--- src/rtl/rtlola_eval_scheduler.sv ---
// rtlola_eval_scheduler - sequences one RTLola evaluation pipeline, merging queued
// events with periodic deadlines into fixed-length evaluations.
module rtlola_eval_scheduler #(
  parameter int PERIOD_CYCLES = 250,
  parameter int STAGES        = 2,
  parameter int TIMER_W       = 32
) (
  input  logic               clk,
  input  logic               rst,
  input  logic               en,
  input  logic               q_not_empty,
  output logic               q_pop,
  output logic               en_event,
  output logic               en_periodic,
  output logic               slide,
  output logic [1:0]         stage,
  output logic [TIMER_W-1:0] timer,
  output logic               busy,
  output logic               overrun
);

  typedef enum logic {IDLE, EVAL} state_t;

  localparam logic [TIMER_W-1:0] TIMER_LAST = TIMER_W'(PERIOD_CYCLES - 1);
  localparam logic [1:0]         STAGE_LAST = 2'(STAGES);

  state_t     state, state_d;
  logic [1:0] stage_d;
  logic       pending;
  logic       tick, start;
  logic       q_pop_d, en_event_d, en_periodic_d, slide_d, busy_d;

  assign tick  = en && (timer == TIMER_LAST);
  // A new evaluation may begin when idle or in the final stage cycle (back-to-back).
  assign start = en && (q_not_empty || pending || tick) &&
                 ((state == IDLE) || (stage == STAGE_LAST));

  always_ff @(posedge clk or negedge rst) begin
    if (!rst) begin
      state       <= IDLE;
      stage       <= '0;
      timer       <= '0;
      pending     <= 1'b0;
      overrun     <= 1'b0;
      q_pop       <= 1'b0;
      en_event    <= 1'b0;
      en_periodic <= 1'b0;
      slide       <= 1'b0;
      busy        <= 1'b0;
    end else begin
      state       <= state_d;
      stage       <= stage_d;
      q_pop       <= q_pop_d;
      en_event    <= en_event_d;
      en_periodic <= en_periodic_d;
      slide       <= slide_d;
      busy        <= busy_d;
      if (en) begin
        timer   <= tick ? '0 : timer + 1'b1;
        pending <= start ? 1'b0 : (pending | tick);
      end
      // A deadline is lost only if one is already waiting and no eval absorbs it now.
      if (tick && pending && !start) begin
        overrun <= 1'b1;
      end
    end
  end

  always_comb begin
    state_d = state;
    stage_d = stage;
    if (en) begin
      if (start) begin
        state_d = EVAL;
        stage_d = 2'd1;
      end else if (state == EVAL) begin
        if (stage == STAGE_LAST) begin
          state_d = IDLE;
          stage_d = 2'd0;
        end else begin
          stage_d = stage + 2'd1;
        end
      end
    end
  end

  always_comb begin
    q_pop_d       = 1'b0;
    slide_d       = 1'b0;
    en_event_d    = en_event;
    en_periodic_d = en_periodic;
    busy_d        = (stage_d != 2'd0);
    if (en) begin
      if (start) begin
        q_pop_d       = q_not_empty;
        en_event_d    = q_not_empty;
        en_periodic_d = pending | tick;
        slide_d       = pending | tick;
      end else if (state_d == IDLE) begin
        en_event_d    = 1'b0;
        en_periodic_d = 1'b0;
      end
    end
  end

endmodule
--- config.mk ---
export PLATFORM = sky130hd
export DESIGN_NAME = rtlola_eval_scheduler
export DESIGN_NICKNAME = d
export VERILOG_FILES = /design/src/rtl/rtlola_eval_scheduler.sv
export SDC_FILE = /design/constraint.sdc
export NUM_CORES = 1
export LEC_CHECK = 0
export CAP_MARGIN = 10
export CORE_MARGIN = 2
export CORE_UTILIZATION = 30
export DETAILED_ROUTE_END_ITERATION = 16
export PLACE_DENSITY = 0.52
export SETUP_SLACK_MARGIN = 0.4
export SLEW_MARGIN = 20
export SYNTH_ARGS = -nofsm -noshare
export SYNTH_HDL_FRONTEND = slang
export SYNTH_SLANG_ARGS = --single-unit
--- constraint.sdc ---
create_clock -name clk -period 6.2 [get_ports clk]
set_clock_uncertainty 0.15 [all_clocks]
set_input_delay 0.93 -clock clk [delete_from_list [all_inputs] [get_ports clk]]
set_output_delay 0.93 -clock clk [all_outputs]
set_load 0.02 [all_outputs]
==> impl_metrics.env, run 1 <==
export IMPL_synth_cells=188
export IMPL_fillers=630
export IMPL_worstMarginPinSlew_ps=959
export IMPL_grt_pass1_vias=1638
export IMPL_period_needed_ps=3190
export IMPL_yosysMostFrequentCell="dfrtp_1"
export IMPL_outcome="complete, no violations"
export IMPL_drc_errors=0
export IMPL_dieHeight_um=85.2
export IMPL_relSlewSlack=0.361
export IMPL_leakage_nw=1.07
export IMPL_cp_start_kind="input pin"
export IMPL_path_cells="clkdlybuf4s50_1 -> nand2_1 -> or4_4 -> nor3_2 -> o21ai_0"
export IMPL_async_flop_share=1.00
export IMPL_vdd_ir_drop_max_mv=0.230
export IMPL_cts_made_buffers=5
export IMPL_yosysTopAreaCellShare=0.531
export IMPL_synth_seq_cells=42
export IMPL_cts_clk_slew_worst_paths_ps=80
export IMPL_final_max_slew_viol_count=0
export IMPL_tns_ps=0
export IMPL_dieArea_sq_um=7260
export IMPL_cts_tree="yes"
export IMPL_drv_cap=0
export IMPL_seq_area_frac_synth=0.531
export IMPL_coreArea_sq_um=6350
export IMPL_synth_area_leaders="dfrtp_1 (53%), xnor2_1 (11%), nand4_1 (5.7%), nand3_1 (3.0%), nand2_1 (3.0%)"
export IMPL_synth_top_area_cell="dfrtp_1"
export IMPL_grt_pass1_wl_um=8210
export IMPL_wire_per_inst_um=15.4
export IMPL_fp_row_count=29
export IMPL_cts_max_level=2
export IMPL_synth_cell_type_count=37
export IMPL_grt_max_degree=43
export IMPL_syn_avg_cell_area_sq_um=10.5
export IMPL_hold_path_class="flop to flop"
export IMPL_worstPathArrival_ps=3190
export IMPL_multi_input_area_sq_um=895
export IMPL_numClockSinks=42
export IMPL_vias=1601
export IMPL_cts_setup_buffers=0
export IMPL_ctsResizeCount=0
export IMPL_groute_usage_overall=0.143
export IMPL_io_pin_count=44
export IMPL_rsz0062_at_grt="no"
export IMPL_critPathKind="input pin to flop"
export IMPL_critPathBufInv=1
export IMPL_fmax_mhz=313
export IMPL_finalHoldViolCount=0
export IMPL_seq_area_sq_um=1050
export IMPL_initial_core_util=0.312
export IMPL_dp_hpwl_um=3340
export IMPL_wirelength_um=4860
export IMPL_layout_drive_gt1_share=0.0669
export IMPL_insertion_delay_ps=300
export IMPL_required_ps=6200
export IMPL_antenna_found_initial=0
export IMPL_crit_fanout=15
export IMPL_io_buffer_count=43
export IMPL_power_density_nw_per_um2=299
export IMPL_via_per_inst=5.07
export IMPL_ys_warn_count=0
export IMPL_cpLargestDelayFamily="simple AND/OR/NAND/NOR gates"
export IMPL_whs_ps=334
export IMPL_end_kind="flop"
export IMPL_critPathSlowestCell="clkdlybuf4s50_1"
export IMPL_syn_area_sq_um=1980
export IMPL_hold_buffers=0
export IMPL_antenna_cells=0
export IMPL_nets=244
export IMPL_synthesis_nets=194
export IMPL_synthFlopType="dfrtp_1"
export IMPL_initialDrtViolationCount=114
export IMPL_finalCritPeriodShare=0.515
export IMPL_clockRootBuffer="clkbuf_8"
export IMPL_area_growth_pct=32.6
export IMPL_dr_pass1_iters=4
export IMPL_synth_common_cells="dfrtp_1 (42), xnor2_1 (24), nand4_1 (18)"
export IMPL_ant_nets=0
export IMPL_synth_edff_count=0
export IMPL_fp_dieW_um=85.2
export IMPL_clock_path_buffers=2
export IMPL_finalWeightedCongestion=0.759
export IMPL_max_stage_delay_ps=790
export IMPL_setup_viol=0
export IMPL_grt_ovfl_total=0
[cells by family (layout without fill, tap and decap cells)]
group	count (synthesis)	count (layout)	synth area share
xor gates and xnor gates	29	29	0.128
DFF	42	42	0.531
muxes	2	2	0.0101
adders and majority gates	2	2	0.0126
and+or+nand+nor	86	86	0.237
buffers and inverters	10	61	0.0190
AOI/OAI and AO/OA	17	17	0.0620
[per-layer routing]
metal / global-route usage / vias to the layer above / share of wire
met1: 0.217 / 768 / 0.52
met2: 0.200 / 46 / 0.43
met3: 0.0340 / 9 / 0.040
met4: 0.0476 / 0 / 0.012
met5: 0 / - / 0
li1: - / 778 / -
[flip-flops by register name, indices dropped and copies added, names as in the netlist]
signal	cells
busy	1
en_event	1
en_periodic	1
overrun	1
pending	1
q_pop	1
slide	1
stage	2
state	1
timer	32
[layout make-up]
cell class | count | share of cell area
clock buffer | 6 | 0.0277
clock inverter | 2 | 0.0143
tap | 77 | 0.0367
timing repair buffer | 45 | 0.168
inverter | 8 | 0.0115
sequential | 42 | 0.401
multi-input combinational | 136 | 0.341
[final timing paths]
kind	cells after the start	startpoint	to	slack (ps)
hold / removal	1	en_event	en_event	330
hold reg to reg	1	en_event	en_event	330
setup reg to reg	4	timer[10]	timer[0]	3620
setup / recovery	5	en	timer[0]	3010
max in group asynchronous	1	rst	timer[23]	4670
min in group asynchronous	1	rst	timer[27]	640
[cells in the final DEF, fill, tap and decap left out, types with 6 or more instances in the layout]
cell	n
dfrtp_1	42
clkdlybuf4s50_1	42
xnor2_1	24
nand4_1	18
nand2_1	16
nor2_1	12
nand3_1	12
inv_1	8
nor4_1	6
nor3_1	6
[report_power, final]
group	switching (W)	total (W)	internal, W
Combinational	0.000100	0.000201	0.000101
Clock	0.0000994	0.000220	0.000120
Sequential	0.0000549	0.000364	0.000309
Total	0.000255	0.000784	0.000530
[per-stage QoR]
stage	cells	area, sq um	worst slack [ps]	util	total power [W]
after floorplan	188	1980	3790	-	0.000474
final	316	2620	3010	0.413	0.000784
after global placement	308	2510	2680	0.395	0.000570
after detailed placement	308	2510	2680	0.396	0.000572
after global routing	316	2620	2810	0.413	0.000824
after CTS	316	2620	2960	0.413	0.000794
Power figures use the tool's default switching activity.
==> run 2: changes to the inputs <==
==> constraint.sdc (replaced) <==
create_clock -name clk -period 3.1 [get_ports clk]
set_clock_uncertainty 0.15 [all_clocks]
set_input_delay 0.465 -clock clk [delete_from_list [all_inputs] [get_ports clk]]
set_output_delay 0.465 -clock clk [all_outputs]
set_load 0.02 [all_outputs]
==> run 2 against run 1 <==
Compared with the run above: critical endpoint is now stage[1]; core utilization down 0.16 points; final cell count up 0.32%; largest cell class unchanged; largest power group unchanged; setup slack worse by 2300 ps; register-to-register slack worse by 2900 ps; total power up 89%; wire length down 1.0%; via count up 0.12%.
==> impl_metrics.env, run 2 (synthesis gave the netlist of run 1 again) <==
export IMPL_dieHeight_um=85.2
export IMPL_vias=1603
export IMPL_initial_core_util=0.312
export IMPL_coreArea_sq_um=6350
export IMPL_grt_ovfl_total=0
export IMPL_finalWeightedCongestion=0.722
export IMPL_outcome="complete, no violations"
export IMPL_crit_fanout=6
export IMPL_hold_path_class="input pin to asynchronous set/reset pin"
export IMPL_pre_cts_slack_ps=627
export IMPL_io_pin_count=44
export IMPL_io_buffer_count=43
export IMPL_layout_drive_gt1_share=0.0708
export IMPL_fp_dieW_um=85.2
export IMPL_rr_worst_depth=4
export IMPL_final_max_slew_viol_count=0
export IMPL_final_area_sq_um=2610
export IMPL_clockRootBuffer="clkbuf_8"
export IMPL_end_kind="flop"
export IMPL_final_util=0.411
export IMPL_finalCritPeriodShare=0.784
export IMPL_vdd_ir_drop_max_mv=0.271
export IMPL_fmax_mhz=412
export IMPL_fp_row_count=29
export IMPL_cts_clk_slew_worst_paths_ps=80
export IMPL_grt_max_degree=43
export IMPL_top_regs="timer (32), stage (2)"
export IMPL_cts_made_buffers=5
export IMPL_clock_path_buffers=2
export IMPL_rsz0062_at_grt="no"
export IMPL_setup_viol=0
export IMPL_ctsResizeCount=0
export IMPL_critPathKind="flop to flop"
export IMPL_initialDrtViolationCount=68
export IMPL_power_density_nw_per_um2=567
export IMPL_final_cell_mix="dfrtp_1 (42), clkdlybuf4s50_1 (42), xnor2_1 (24), nand4_1 (18), nand2_1 (16)"
export IMPL_drv_cap=0
export IMPL_fin_cells=317
export IMPL_fillers=631
export IMPL_insertion_delay_ps=290
export IMPL_cp_start_kind="flop"
export IMPL_worstPathArrival_ps=2460
export IMPL_drc_errors=0
export IMPL_dieArea_sq_um=7260
export IMPL_via_per_inst=5.06
export IMPL_period_needed_ps=2430
export IMPL_nets=247
export IMPL_grt_pass1_wl_um=8020
export IMPL_grt_pass1_vias=1600
export IMPL_antenna_found_initial=0
export IMPL_ant_nets=0
export IMPL_postLayoutSetupSlackWorst_ps=671
export IMPL_dpl_cell_area_sq_um=2530
export IMPL_worstMarginPinSlew_ps=933
export IMPL_wire_per_inst_um=15.2
export IMPL_hold_buffers=0
export IMPL_top_register="timer"
export IMPL_groute_usage_overall=0.140
export IMPL_area_growth_pct=32.1
export IMPL_antenna_cells=0
export IMPL_dp_hpwl_um=3420
export IMPL_cts_setup_buffers=0
export IMPL_cts_tree="yes"
export IMPL_numClockSinks=42
export IMPL_relSlewSlack=0.378
export IMPL_critPathLaunch="timer[10]"
export IMPL_tns_ps=0
export IMPL_r2r_start="timer[10]"
export IMPL_multi_input_area_sq_um=890
export IMPL_finalHoldViolCount=0
export IMPL_dr_pass1_iters=4
export IMPL_seq_area_sq_um=1050
export IMPL_cts_max_level=2
export IMPL_placedCellCount=311
export IMPL_required_ps=3140
export IMPL_largest_reg_flops=32
export IMPL_wirelength_um=4810
export IMPL_leakage_nw=1.07
## run 2: layout make-up
cell class	count	area share
Sequential cell	42	0.402
Clock buffer	6	0.0316
Tap cell	77	0.0369
Multi-Input combinational cell	136	0.341
Inverter	8	0.0115
Timing Repair Buffer	48	0.177
## run 2: per-layer routing
metal  global-route usage  part of all wire  up-vias
li1                     -                 -      793
met1                0.205              0.51      761
met2                0.205              0.43       44
met3               0.0379             0.050        5
met4               0.0390            0.0098        0
met5                    0                 0        -
## run 2: power breakdown
part           leakage [nW]  switching, W  internal [W]
Combinational         0.480      0.000202      0.000202
Clock                0.0431      0.000179      0.000172
Sequential            0.552      0.000109      0.000618
Total                  1.07      0.000490      0.000992
## run 2: metrics by stage
stage | hold WS (ps) | power, W
floorplan | 19.4 | 0.000948
global placement | 313 | 0.00114
detailed placement | 315 | 0.00115
CTS | 213 | 0.00150
global route | 251 | 0.00157
finish | 168 | 0.00148
## run 2: worst max-delay path, stage by stage, from the launching register on
cell     delay, ps
dfrtp_1        440
or4_1          560
or4_4          530
or3_4          410
a41o_1         250
## run 2: final timing paths
kind	to	slack, ps
max	stage[1]	670
min	state	170
max reg2reg	stage[1]	670
min reg2reg	en_event	330
max in group asynchronous	timer[17]	2050
min in group clk	en_event	330
